### config.mk
export PLATFORM = sky130hd
export DESIGN_NAME = sattn_cmd_dispatch
export DESIGN_NICKNAME = d
export VERILOG_FILES = /design/src/rtl/sattn_cmd_dispatch.sv
export SDC_FILE = /design/constraint.sdc
export NUM_CORES = 1
export LEC_CHECK = 0
export ABC_AREA = 0
export CORE_ASPECT_RATIO = 1.1
export CORE_MARGIN = 10
export CORE_UTILIZATION = 50
export DETAILED_ROUTE_END_ITERATION = 16
export HOLD_SLACK_MARGIN = 0.12
export PLACE_DENSITY = 0.84
export SLEW_MARGIN = 20
export SYNTH_ARGS = -nofsm -noshare
export SYNTH_HDL_FRONTEND = slang
export SYNTH_SLANG_ARGS = --single-unit
### constraint.sdc
create_clock -name clk -period 2.7 [get_ports clk]
set_clock_uncertainty 0.2 [all_clocks]
set_input_delay 0.54 -clock clk [delete_from_list [all_inputs] [get_ports clk]]
set_output_delay 0.54 -clock clk [all_outputs]
set_load 0.03 [all_outputs]
### src/rtl/sattn_cmd_dispatch.sv
// Sparse-attention command front-end: MMIO-fed command FIFO with in-order start/done dispatch to NUM_ENG engines.
// Define SATTN_DISPATCH_IRQ_EN to enable the IRQ_EN register and the level interrupt.
module sattn_cmd_dispatch #(
  parameter int ADDR_WIDTH = 16,
  parameter int DATA_WIDTH = 64,
  parameter int NUM_ENG    = 4,
  parameter int CMDQ_DEPTH = 8,
  parameter int TMO_W      = 16
) (
  input  logic                    clk,
  input  logic                    rstn,
  input  logic                    mmio_wen,
  input  logic                    mmio_ren,
  input  logic [ADDR_WIDTH-1:0]   mmio_addr,
  input  logic [DATA_WIDTH-1:0]   mmio_wdata,
  output logic [DATA_WIDTH-1:0]   mmio_rdata,
  output logic [NUM_ENG-1:0]      eng_start,
  output logic [7:0]              eng_op,
  output logic [15:0]             eng_m_rows,
  output logic [15:0]             eng_head_d,
  output logic [15:0]             eng_s_tokens,
  input  logic [NUM_ENG-1:0]      eng_done,
  input  logic [NUM_ENG*64-1:0]   eng_sum,
  output logic                    busy,
  output logic                    done,
  output logic                    irq
);
  localparam int PW = $clog2(CMDQ_DEPTH);
  localparam int CW = PW + 1;
  localparam int EW = (NUM_ENG > 1) ? $clog2(NUM_ENG) : 1;
  // Timeout fires on the (2**TMO_W-1)th WAIT cycle, when the counter holds 2**TMO_W-2.
  localparam logic [TMO_W-1:0] TMO_LAST = ~TMO_W'(1);

  localparam logic [ADDR_WIDTH-1:0] A_MROWS  = ADDR_WIDTH'(8'h00);
  localparam logic [ADDR_WIDTH-1:0] A_HEADD  = ADDR_WIDTH'(8'h08);
  localparam logic [ADDR_WIDTH-1:0] A_STOK   = ADDR_WIDTH'(8'h10);
  localparam logic [ADDR_WIDTH-1:0] A_CMD    = ADDR_WIDTH'(8'h18);
  localparam logic [ADDR_WIDTH-1:0] A_STATUS = ADDR_WIDTH'(8'h20);
  localparam logic [ADDR_WIDTH-1:0] A_LSUM   = ADDR_WIDTH'(8'h28);
  localparam logic [ADDR_WIDTH-1:0] A_RET    = ADDR_WIDTH'(8'h30);
  localparam logic [ADDR_WIDTH-1:0] A_IRQEN  = ADDR_WIDTH'(8'h38);

  typedef enum logic [1:0] {S_IDLE, S_ISSUE, S_WAIT, S_RETIRE} state_t;
  typedef struct packed {
    logic [7:0]  op;
    logic [15:0] m_rows;
    logic [15:0] head_d;
    logic [15:0] s_tokens;
  } cmd_t;

  state_t           state;
  cmd_t             q [CMDQ_DEPTH];
  logic [PW-1:0]    wr_ptr, rd_ptr;
  logic [CW-1:0]    count;
  logic [15:0]      stg_m_rows, stg_head_d, stg_s_tokens;
  cmd_t             cur;
  logic [EW-1:0]    cur_idx;
  logic             cur_legal;
  logic [TMO_W-1:0] tmo_cnt;
  logic [63:0]      last_sum;
  logic [31:0]      retired;
  logic             done_stky, ovf, err, tmo, irq_en;

  logic wr_cmd, wr_stat, full, empty, pop, push, ovf_ev, done_ev, err_ev, tmo_ev, eng_hit;
  cmd_t             head;
  logic [7:0]       head_off;
  logic             head_legal;
  logic [EW-1:0]    head_idx;
  logic [63:0]      sel_sum;
  logic             unused_wdata;

  assign unused_wdata = ^mmio_wdata[DATA_WIDTH-1:16];
  assign wr_cmd  = mmio_wen && (mmio_addr == A_CMD);
  assign wr_stat = mmio_wen && (mmio_addr == A_STATUS);
  assign full    = (count == CW'(CMDQ_DEPTH));
  assign empty   = (count == '0);
  assign pop     = (state == S_IDLE) && !empty;
  // A pop in the same cycle frees the slot, so a write to a full queue is still taken.
  assign push    = wr_cmd && (!full || pop);
  assign ovf_ev  = wr_cmd && full && !pop;

  assign head       = q[rd_ptr];
  assign head_off   = head.op - 8'h10;
  assign head_legal = (head.op >= 8'h10) && (head.op <= 8'h16);
  assign head_idx   = EW'(head_off % 8'(NUM_ENG));
  assign eng_hit    = eng_done[cur_idx];
  assign sel_sum    = eng_sum[int'(cur_idx)*64 +: 64];

  assign err_ev  = (state == S_ISSUE) && !cur_legal;
  assign tmo_ev  = (state == S_WAIT) && !eng_hit && (tmo_cnt == TMO_LAST);
  assign done_ev = err_ev || ((state == S_WAIT) && (eng_hit || (tmo_cnt == TMO_LAST)));

  assign busy         = (state != S_IDLE) || !empty;
  assign eng_op       = cur.op;
  assign eng_m_rows   = cur.m_rows;
  assign eng_head_d   = cur.head_d;
  assign eng_s_tokens = cur.s_tokens;

  always_ff @(posedge clk or negedge rstn) begin
    if (!rstn) begin
      for (int i = 0; i < CMDQ_DEPTH; i++) q[i] <= '0;
      wr_ptr <= '0;
      rd_ptr <= '0;
      count  <= '0;
    end else begin
      if (push) begin
        q[wr_ptr] <= {mmio_wdata[7:0], stg_m_rows, stg_head_d, stg_s_tokens};
        wr_ptr    <= wr_ptr + 1'b1;
      end
      if (pop) rd_ptr <= rd_ptr + 1'b1;
      count <= count + CW'(push) - CW'(pop);
    end
  end

  always_ff @(posedge clk or negedge rstn) begin
    if (!rstn) begin
      stg_m_rows   <= '0;
      stg_head_d   <= '0;
      stg_s_tokens <= '0;
    end else if (mmio_wen) begin
      if (mmio_addr == A_MROWS) stg_m_rows   <= mmio_wdata[15:0];
      if (mmio_addr == A_HEADD) stg_head_d   <= mmio_wdata[15:0];
      if (mmio_addr == A_STOK)  stg_s_tokens <= mmio_wdata[15:0];
    end
  end

  // Sticky status: a set event in the same cycle as the W1C wins.
  always_ff @(posedge clk or negedge rstn) begin
    if (!rstn) begin
      done_stky <= 1'b0;
      ovf       <= 1'b0;
      err       <= 1'b0;
      tmo       <= 1'b0;
      retired   <= '0;
    end else begin
      done_stky <= done_ev | (done_stky & ~(wr_stat & mmio_wdata[0]));
      ovf       <= ovf_ev  | (ovf       & ~(wr_stat & mmio_wdata[4]));
      err       <= err_ev  | (err       & ~(wr_stat & mmio_wdata[5]));
      tmo       <= tmo_ev  | (tmo       & ~(wr_stat & mmio_wdata[6]));
      retired   <= retired + 32'(done_ev);
    end
  end

`ifdef SATTN_DISPATCH_IRQ_EN
  always_ff @(posedge clk or negedge rstn) begin
    if (!rstn) begin
      irq_en <= 1'b0;
      irq    <= 1'b0;
    end else begin
      if (mmio_wen && (mmio_addr == A_IRQEN)) irq_en <= mmio_wdata[0];
      irq <= irq_en & (done_stky | ovf | err | tmo);
    end
  end
`else
  assign irq_en = 1'b0;
  assign irq    = 1'b0;
`endif

  always_ff @(posedge clk or negedge rstn) begin
    if (!rstn) begin
      state     <= S_IDLE;
      cur       <= '0;
      cur_idx   <= '0;
      cur_legal <= 1'b0;
      eng_start <= '0;
      tmo_cnt   <= '0;
      last_sum  <= '0;
      done      <= 1'b0;
    end else begin
      unique case (state)
        S_IDLE: if (pop) begin
          cur       <= head;
          cur_idx   <= head_idx;
          cur_legal <= head_legal;
          // start is launched with the pop so it is high throughout ISSUE
          eng_start <= head_legal ? (NUM_ENG'(1) << head_idx) : '0;
          state     <= S_ISSUE;
        end
        S_ISSUE: begin
          eng_start <= '0;
          tmo_cnt   <= '0;
          if (err_ev) begin
            done  <= 1'b1;
            state <= S_RETIRE;
          end else begin
            state <= S_WAIT;
          end
        end
        S_WAIT: begin
          if (eng_hit) begin
            last_sum <= sel_sum;
            done     <= 1'b1;
            state    <= S_RETIRE;
          end else if (tmo_ev) begin
            last_sum <= '0;
            done     <= 1'b1;
            state    <= S_RETIRE;
          end else begin
            tmo_cnt <= tmo_cnt + 1'b1;
          end
        end
        S_RETIRE: begin
          done  <= 1'b0;
          state <= S_IDLE;
        end
      endcase
    end
  end

  always_comb begin
    mmio_rdata = '0;
    if (mmio_ren) begin
      case (mmio_addr)
        A_MROWS:  mmio_rdata = DATA_WIDTH'(stg_m_rows);
        A_HEADD:  mmio_rdata = DATA_WIDTH'(stg_head_d);
        A_STOK:   mmio_rdata = DATA_WIDTH'(stg_s_tokens);
        A_STATUS: mmio_rdata = DATA_WIDTH'({8'(count), 1'b0, tmo, err, ovf, empty, full, busy, done_stky});
        A_LSUM:   mmio_rdata = DATA_WIDTH'(last_sum);
        A_RET:    mmio_rdata = DATA_WIDTH'(retired);
        A_IRQEN:  mmio_rdata = DATA_WIDTH'(irq_en);
        default:  mmio_rdata = '0;
      endcase
    end
  end
endmodule
* Yosys cells after proc, flatten, opt, wreduce, memory -nomap -nowiden
Index checks and enable logic that the tools add are counted.
** Storage, ports and cells
- Output and inout port bits :: 127
- Bits of input ports :: 344
- Bits in registers :: 688
** Cells by class
- $lt $le $gt $ge :: 6
- Bitwise logic cells :: 18
- Equality and inequality tests :: 16
- Shift operators :: 2
- $add $sub $neg :: 7
- Muxes and demuxes :: 27
- Reduce and logical (&&, ||, !) cells :: 38
** Operator list (count)
- 448-bit bitwise mux :: 1
- 64-bit case mux with 6 select lines :: 1
- 256-bit by 9-bit indexed part select with 64-bit output :: 1
- 64-bit two-way mux :: 3
- 56-bit binary-select mux with 3-bit select :: 1
- 56-bit demux with 3-bit select :: 1
- 56-bit two-way mux :: 3
- 16-bit by 6-bit equality test with 1-bit output (second input constant) :: 3
- 32-bit by 1-bit adder with 32-bit output :: 1
- 16-bit by 5-bit equality test with 1-bit output (second input constant) :: 2
- 16-bit two-way mux :: 2
- 16-bit case mux with 2 select lines :: 1
- 16-bit by 1-bit adder with 16-bit output (second input constant) :: 1
- 16-bit equality test (second input constant) :: 1
- 16-bit by 4-bit equality test with 1-bit output (second input constant) :: 1
- 16-bit logical NOT :: 1
- 2-bit AND reduction :: 7
- 1-bit logical AND :: 12
- 1-bit bitwise AND :: 8
- 4-bit >= comparator (second input constant) :: 2
- 8-bit by 5-bit >= comparator with 1-bit output (second input constant) :: 1
- 8-bit by 5-bit less-or-equal comparator with 1-bit output (second input constant) :: 1
- 4-bit two-way mux :: 2
- 2-bit inequality test (second input constant) :: 4
- 27 further kinds :: 53

* Logic depth before layout (Yosys ltp)
Gate-level depths: netlist of the first run.
- Depth in word-level cells :: 9
- Mapped depth :: 15
- Mapped depth without buffers :: 13

* Least setup slack after synthesis of the first run
No wires, ideal clock.
- Kind :: reg2reg
- Start :: reg eng_op[0] (netlist name)
- End :: reg retired[28]
- Buffers on the path :: 1
- Cell stages (with the launch flop) :: 12
- Arrival :: 2.731 ns
- Slack :: -0.354 ns
- Path through :: dfrtp_1 mux4_2 o21ai_0 clkbuf_1 nand2b_1 ha_1 ha_1 inv_1 nor2_1 and2_1 and4_1 xor2_1
** RTL lines
- end signal, assigned :: line 140 : retired <= retired + 32'(done_ev);
- end, declared :: line 61 : logic [31:0] retired;

* Worst setup path after layout of the first run
- Start :: in mmio_addr[9]
- End :: out mmio_rdata[44]
** Between the ends
- Longest elaborated chain between the ends :: 3
- Elaborated cells on any way between the ends :: 8
- Those cells by class :: eq/ne: 5; mux: 2; reduce/logical: 1
** Ends and longest elaborated chain
- start, declared :: line 14 : input logic [ADDR_WIDTH-1:0] mmio_addr,
- 16-bit by 6-bit equality test with 1-bit output, or another cell as far along :: line 213 : case (mmio_addr)
- 64-bit case mux with 6 select lines * :: line 213
- 64-bit two-way mux * :: line 212 : if (mmio_ren) begin
- end, declared :: line 16 : output logic [DATA_WIDTH-1:0] mmio_rdata,
Every way passes the cells marked *; elsewhere a longest branch is shown, timed or not.

==> results of run 1 <==
==> cell families (layout without fill, tap and decap cells) <==
kind of cell / Yosys count / count (layout) / synth area share, %
AOI/OAI and AO/OA: 207 / 207 / 4.60
other: 1 / 14 / 0.0116
DFF: 686 / 686 / 52.9
and+or+nand+nor: 287 / 287 / 4.53
adders and majority gates: 18 / 18 / 0.717
buffers and inverters: 229 / 787 / 3.57
xor gates and xnor gates: 41 / 41 / 1.11
muxes: 754 / 754 / 32.6
==> layout make-up <==
cell class / instances / area [sq um]
fillers: 4181 / 21200
flip-flops and latches: 686 / 17200
multi-input cells: 1308 / 14800
repair buffers: 642 / 7080
clock buffers: 88 / 1850
well taps: 841 / 1050
clock inverters: 35 / 649
inverters: 22 / 82.6
diodes: 13 / 32.5
==> Yosys cell counts, types with 5 or more instances <==
cell / instances / area (sq um)
xor2_1: 13 / 114
mux2_1: 250 / 2820
a222oi_1: 7 / 70.1
a22oi_1: 11 / 82.6
buf_6: 28 / 315
and3_1: 11 / 68.8
nand2_1: 111 / 417
nor2_1: 38 / 143
buf_2: 28 / 140
a22o_1: 78 / 683
mux2_4: 40 / 601
nand3_1: 23 / 115
mux2_2: 219 / 2470
o21ai_0: 68 / 340
mux4_2: 178 / 4010
buf_1: 56 / 210
and4_1: 8 / 70.1
mux2i_1: 67 / 671
inv_1: 22 / 82.6
a21oi_1: 13 / 65.1
buf_4: 14 / 105
nor3_1: 5 / 25.0
ha_1: 17 / 213
nand4_1: 18 / 113
a221oi_1: 8 / 70.1
xnor2_1: 28 / 245
and2_1: 41 / 257
clkbuf_1: 81 / 304
nor2b_1: 8 / 50.1
dfrtp_1: 686 / 17200
==> registers in the layout (all words and copies together), names as in the netlist, 3 cells and up <==
register / cells
eng_op: 8
stg_s_tokens: 16
eng_s_tokens: 16
count: 4
eng_head_d: 16
q: 448
stg_m_rows: 16
wr_ptr: 3
retired: 32
rd_ptr: 3
last_sum: 64
stg_head_d: 16
eng_m_rows: 16
tmo_cnt: 16
eng_start: 4
==> what timing repair did <==
action	CTS	global route
resized for setup	228	21
setup endpoints to repair	106	333
hold buffers	1	0
gates cloned	7	0
endpoints found under the hold margin	93	0
pin swaps	51	21
buffers inserted	33	9
==> per-stage QoR <==
step | util (%) | hold WS, ps | setup WS, ps | setup TNS [ps]
floorplan | - | 44.4 | -107 | -4580
global placement | 61.3 | 259 | -693 | -305180
detailed placement | 61.3 | 270 | -754 | -338370
CTS | 66.8 | 247 | -426 | -22200
global route | 66.9 | 278 | -505 | -25140
finish | 66.9 | 253 | -479 | -23230
==> critical path, stage by stage <==
cell	delay [ps]
buf_6	100
nor4_4	300
nand4_4	170
buf_6	150
or2_4	250
nor3_4	150
buf_12	140
buf_12	130
buf_12	120
buf_16	110
and2_4	140
buf_6	120
==> per-layer routing <==
metal | global-route usage [%] | part of all wire [%] | vias to the layer above
met5 | 0 | 0.021 | -
met4 | 15.3 | 5.6 | 4
met2 | 48.0 | 53 | 901
li1 | - | - | 9247
met1 | 29.2 | 35 | 11600
met3 | 5.77 | 6.3 | 240
==> worst paths after layout <==
path,to,from,slack [ps]
worst max-delay path,mmio_rdata[44],mmio_addr[9],-480
worst min-delay path,eng_s_tokens[14]$_DFFE_PN0P_,rstn,250
worst max register to register,retired[28]$_DFF_PN0_,eng_op[0]$_DFFE_PN0P_,70
worst min register to register,eng_s_tokens[5]$_DFFE_PN0P_,eng_s_tokens[5]$_DFFE_PN0P_,280
max in group asynchronous,q[166]$_DFFE_PN0P_,rstn,1150
min in group clk,eng_s_tokens[5]$_DFFE_PN0P_,eng_s_tokens[5]$_DFFE_PN0P_,280
==> power by group <==
| part | total, uW | internal (uW) | switching (uW) |
|---|---|---|---|
| sequential | 11700 | 10900 | 805 |
| combinational | 5520 | 2650 | 2870 |
| clock | 10600 | 6360 | 4250 |
| total | 27800 | 19900 | 7920 |
==> results.md, run 1 <==
* Syn Nets at about 2600
* Vias/cell at between 6 and 7
* Vias at 21900
* Predominant post-synthesis flop cell: dfrtp_1
* Core area at around 64000 sq um
* Die X at approximately 260 um
* Final-stage net count at 3090
* Die outline area at roughly 75000 sq um
* Failing checks: negative setup slack
* Total Routing Usage GR at roughly 27%
* Area Overhead vs Synth at 31.8%
* Post-synthesis register bit count at approximately 690
* Initial Utilization at 50.7%
* YS warnings at 0
* Layout cells sized above 1 at 35.9%
* Mean Syn Cell Area at between 10 and 15 sq um
* Post-synthesis cell count at ~2200
* Clock transition at path regs at 60 ps
* Slew headroom at between 40% and 50%
* Clk sinks at approximately 700
* DP Area at between 30000 and 40000 sq um
* CTS tree: yes
* Number of flops mapped to enable cells by yosys at 0
* Crit path DAT at around 2400 ps
* Die Ht at 287 um
* Sequential fraction of the synthesis area at between 50 and 60%
* Req. time, crit path at just under 2000 ps
* Startpoint Class: input pin
* Routed WL per cell at about 28 um
* Root buffer cell: clkbuf_16
* Max Cap Viol at 0
* DRC Markers at 0
* Pleak at about 0.02 uW
* DP HPWL at approximately 72000 um
* Design Power at about 28000 uW
* I/O pins at 471
* FFs w/ async S/R, synth at 100%
* CTS H-tree depth at 3
* Cts bufs inserted at 68
* Most frequent cells in the layout: dfrtp_1 (663), clkdlybuf4s50_1 (337), mux2_1 (250), mux2_2 (219), mux4_2 (178)
* Commonest non-fill, non-tap cell in the layout: dfrtp_1
* Slew @ Worst Pin at just under 800 ps
* Routed wire length at just over 100000 um
* Max Clock Freq at around 310 MHz
* Design area at 42800 sq um
* Global-route wire length before repair at approximately 150000 um
* Worst setup EP type: primary output
* Netlist cell types at 55
* Initial antenna violation count at 16
* Final period util at 118%
* Worst skew pair latency at between 600 and 700 ps
* Largest net degree at the start of global routing at roughly 110
* PwrDens at between 600 and 700 nW/um^2
* Row count at between 90 and 100
* Slew Limit Fails at 0
* Clock Tree Buf Depth at 3
* Hold Path Class: input pin to asynchronous set/reset pin
* RSZ-0062 raised after global routing: true
* Post-Synthesis Cell Area at ~32000 sq um
* I/O Buffers at 421
* Status: complete, but fails checks
* Initial DRT Pass Iterations at 5
* Vias in the first global route at roughly 24000
* CP Max Fanout at 6
* Grt total ovfl at 0
* Setup WS post-layout at -479 ps
* Minimum clock period at 3180 ps
* Final Hold Vio Count at 0
* Drt initial violations at approximately 1700
* Routability Congestion at between 0.9 and 1
* FF-to-FF path depth at 10
* Placed cell count at roughly 3500
* Routed Antenna Nets at 0
* Crit Path Class: input pin to primary output
* Peak VDD IR at 0.600 mV
* Fin cells at roughly 3600
* Final setup violating endpoints at 64
Power figures use the tool's default switching activity.
==> inputs of run 2 (changes only) <==
Settings changed: CORE_MARGIN 10 to unset.
==> run 2 against run 1 <==
  * Sequential power barely moved
  * The flow still finishes with violations (negative setup slack)
  * Critical path depth decreased by 1
  * Non-clock buffer count rose by 15
  * Wire length down 1.7%
  * Sequential share of layout area down 0.15 points
  * Die area shrank 13%
  * Flip-flop and latch count unchanged
==> results.md, run 2 (synthesis results as in run 1) <==
* Final period util at 116% (was 118%)
* Area Overhead vs Synth at 32.4% (was 31.8%)
* Failing checks: negative setup slack (unchanged)
* Reg2Reg Setup Slack at -40 ps (was 70 ps)
* Minimum clock period at 3130 ps (was 3180 ps)
* Register area at 17200 sq um (about the same)
* Startpoint Class: input pin (unchanged)
* WP buf/inv at 6 (was 7)
* PwrDens at 648 nW/um^2 (was 651 nW/um^2)
* Biggest register: q (unchanged)
* Cts bufs inserted at 69 (was 68)
* Initial Utilization at 50.7% (unchanged)
* CP Max Fanout at 5 (was 6)
* Die outline area at 65900 sq um (was 75500 sq um)
* Biggest registers after layout: q: 448 flops, last_sum: 64 flops, retired: 32 flops (unchanged)
* Row count at 97 (unchanged)
* Slew headroom at 51.7% (was 47.9%)
* CTS tree: yes (unchanged)
* Core area at 64000 sq um (unchanged)
* WHS Endpoint: retired[31]$_DFF_PN0_
* Layout cells sized above 1 at 37.1% (was 35.9%)
* Hold Path Class: register to register (was input pin to asynchronous set/reset pin)
* Reg2Reg Capture Point: q[62]$_DFFE_PN0P_ (was retired[28]$_DFF_PN0_)
* Largest register FFs at 448 (unchanged)
* Hold Path Depth at 1
* Vias at 22100 (was 21900)
* Req. time, crit path at 1960 ps (about the same)
* RSZ-0062 raised after global routing: true (unchanged)
* DP Area at 38900 sq um (was 39200 sq um)
* Worst skew pair latency at 630 ps (was 620 ps)
* Max Cap Viol at 0 (unchanged)
* Clock Tree Buf Depth at 3 (unchanged)
* DRC Markers at 0 (unchanged)
* Clock transition at path regs at 60 ps (about the same)
* Hold_sp: retired[31]$_DFF_PN0_
* Setup WS post-layout at -429 ps (was -479 ps)
* Total Routing Usage GR at 30.8% (was 26.9%)
* Max Clock Freq at 320 MHz (was 315 MHz)
* Vias in the first global route at 24200 (was 24300)
* I/O pins at 471 (unchanged)
* Largest net degree at the start of global routing at 114 (unchanged)
* Global-route wire length before repair at 151000 um (was 155000 um)
* Routed wire length at 101000 um (was 102000 um)
* Final setup violating endpoints at 92 (was 64)
* Die X at 245 um (was 263 um)
* Design area at 42900 sq um (was 42800 sq um)
* Drt initial violations at 1886 (was 1747)
* CTS H-tree depth at 3 (unchanged)
* DP HPWL at 67100 um (was 71600 um)
* Final Hold Vio Count at 0 (unchanged)
* Grt total ovfl at 0 (unchanged)
* Worst R2R Start: count[2]$_DFF_PN0_ (was eng_op[0]$_DFFE_PN0P_)
* Final-stage net count at 3106 (was 3090)
* Slew Limit Fails at 0 (unchanged)
* CP max stage cell: or2_4 (was nor4_4)
* Peak VDD IR at 0.666 mV (was 0.600 mV)
* Clk sinks at 686 (unchanged)
* Routed WL per cell at 27.5 um (was 28.2 um)
* FF-to-FF path depth at 9 (was 10)
* Commonest non-fill, non-tap cell in the layout: dfrtp_1 (unchanged)
* Area of the multi-input gates at 14900 sq um (was 14800 sq um)
* Most frequent cells in the layout: dfrtp_1 (657), clkdlybuf4s50_1 (338), mux2_1 (250), mux2_2 (219), mux4_2 (178) (was dfrtp_1 (663), clkdlybuf4s50_1 (337), mux2_1 (250), mux2_2 (219), mux4_2 (178))
* Vias/cell at 6.04 (about the same)
* Initial antenna violation count at 20 (was 16)
* Worst path cell trace: buf_6 > buf_6 > nor4_4 > nand4_4 > or2_4 > nor3_4 > buf_6 > buf_8 > buf_16 > and2_4 > buf_12 (was buf_6 > nor4_4 > nand4_4 > buf_6 > or2_4 > nor3_4 > buf_12 > buf_12 > buf_12 > buf_16 > and2_4 > buf_6)
* Root buffer cell: clkbuf_16 (unchanged)
* Most used cell, CP: buf_6
* Worst setup EP type: primary output (unchanged)
* Routed Antenna Nets at 0 (unchanged)
* Routability Congestion at 0.968 (was 0.912)
* Fillers at 4074 (was 4181)
* Status: complete, but fails checks (unchanged)
* Crit path DAT at 2390 ps (was 2440 ps)
* I/O Buffers at 421 (unchanged)
* Slew @ Worst Pin at 725 ps (was 778 ps)
* Crit Path Class: input pin to primary output (unchanged)
* Top delay family on crit path: simple AND/OR/NAND/NOR gates (unchanged)
* CP max stage delay at 300 ps (about the same)
* Die Ht at 269 um (was 287 um)
* Pleak at 0.0201 uW (was 0.0200 uW)
* Design Power at 27800 uW (about the same)
* Initial DRT Pass Iterations at 7 (was 5)
-- run 2: how the worst max path moves through the flow --
stage | startpoint | end | depth (start not counted)
2_1_floorplan | mmio_addr[15] | mmio_rdata[33] | 7
3_3_place_gp | mmio_addr[1] | count[1]$_DFF_PN0_ | 14
3_5_place_dp | mmio_addr[15] | count[1]$_DFF_PN0_ | 14
4_1_cts | mmio_addr[9] | mmio_rdata[47] | 12
5_1_grt | mmio_addr[14] | mmio_rdata[41] | 11
6_report | mmio_addr[9] | mmio_rdata[42] | 11
-- run 2: routing by layer --
| layer | track usage, % | vias up | share of wire [%] | wire [um] |
|---|---|---|---|---|
| met5 | 0 | - | 0 | 0 |
| met4 | 26.0 | 0 | 9.4 | 9510 |
| met3 | 4.82 | 320 | 5.9 | 5900 |
| met2 | 52.2 | 1017 | 51 | 51000 |
| met1 | 34.0 | 11500 | 34 | 34400 |
| li1 | - | 9306 | - | - |
-- run 2: worst register-to-register path, cell delays in order (launching register included) --
cell and delay, ps:
dfrtp_1 420, inv_2 120, buf_6 110, ha_4 130, buf_4 110, nand3_1 180
buf_4 240, nand4_1 150, buf_12 430, mux2_2 500
-- run 2: layout make-up --
class,count,share of cell area [%]
sequential,686,40.1
multi-input combinational,1308,34.7
timing repair buffer,657,16.7
clock buffer,91,4.47
tap,841,2.45
clock inverter,36,1.34
inverter,22,0.192
antenna,18,0.105
-- run 2: report_power, final --
part / total (uW) / leakage [uW] / switching [uW] / internal (uW)
Sequential: 11800 / 0.00940 / 888 / 10900
Clock: 10500 / 0.00123 / 4230 / 6250
Combinational: 5580 / 0.00946 / 2860 / 2720
Total: 27800 / 0.0201 / 7990 / 19900
-- run 2: stage by stage --
stage	setup TNS [ps]	utilization [%]	hold WS (ps)	setup WS, ps	instances
floorplan	-4580	-	44.4	-107	2223
global placement	-329850	60.9	257	-772	3446
detailed placement	-356010	60.9	266	-786	3446
CTS	-19880	66.6	274	-449	3620
global route	-24510	67.1	294	-494	3659
finish	-20340	67.1	269	-429	3659
-- run 2: timing repair --
item                       CTS  global route
setup endpoints to repair  252           140
hold endpoints to repair    36             0
pin swaps                   31            41
hold buffers                 1             0
setup buffers               36            24
resized for setup          240            50
gates cloned                10             3
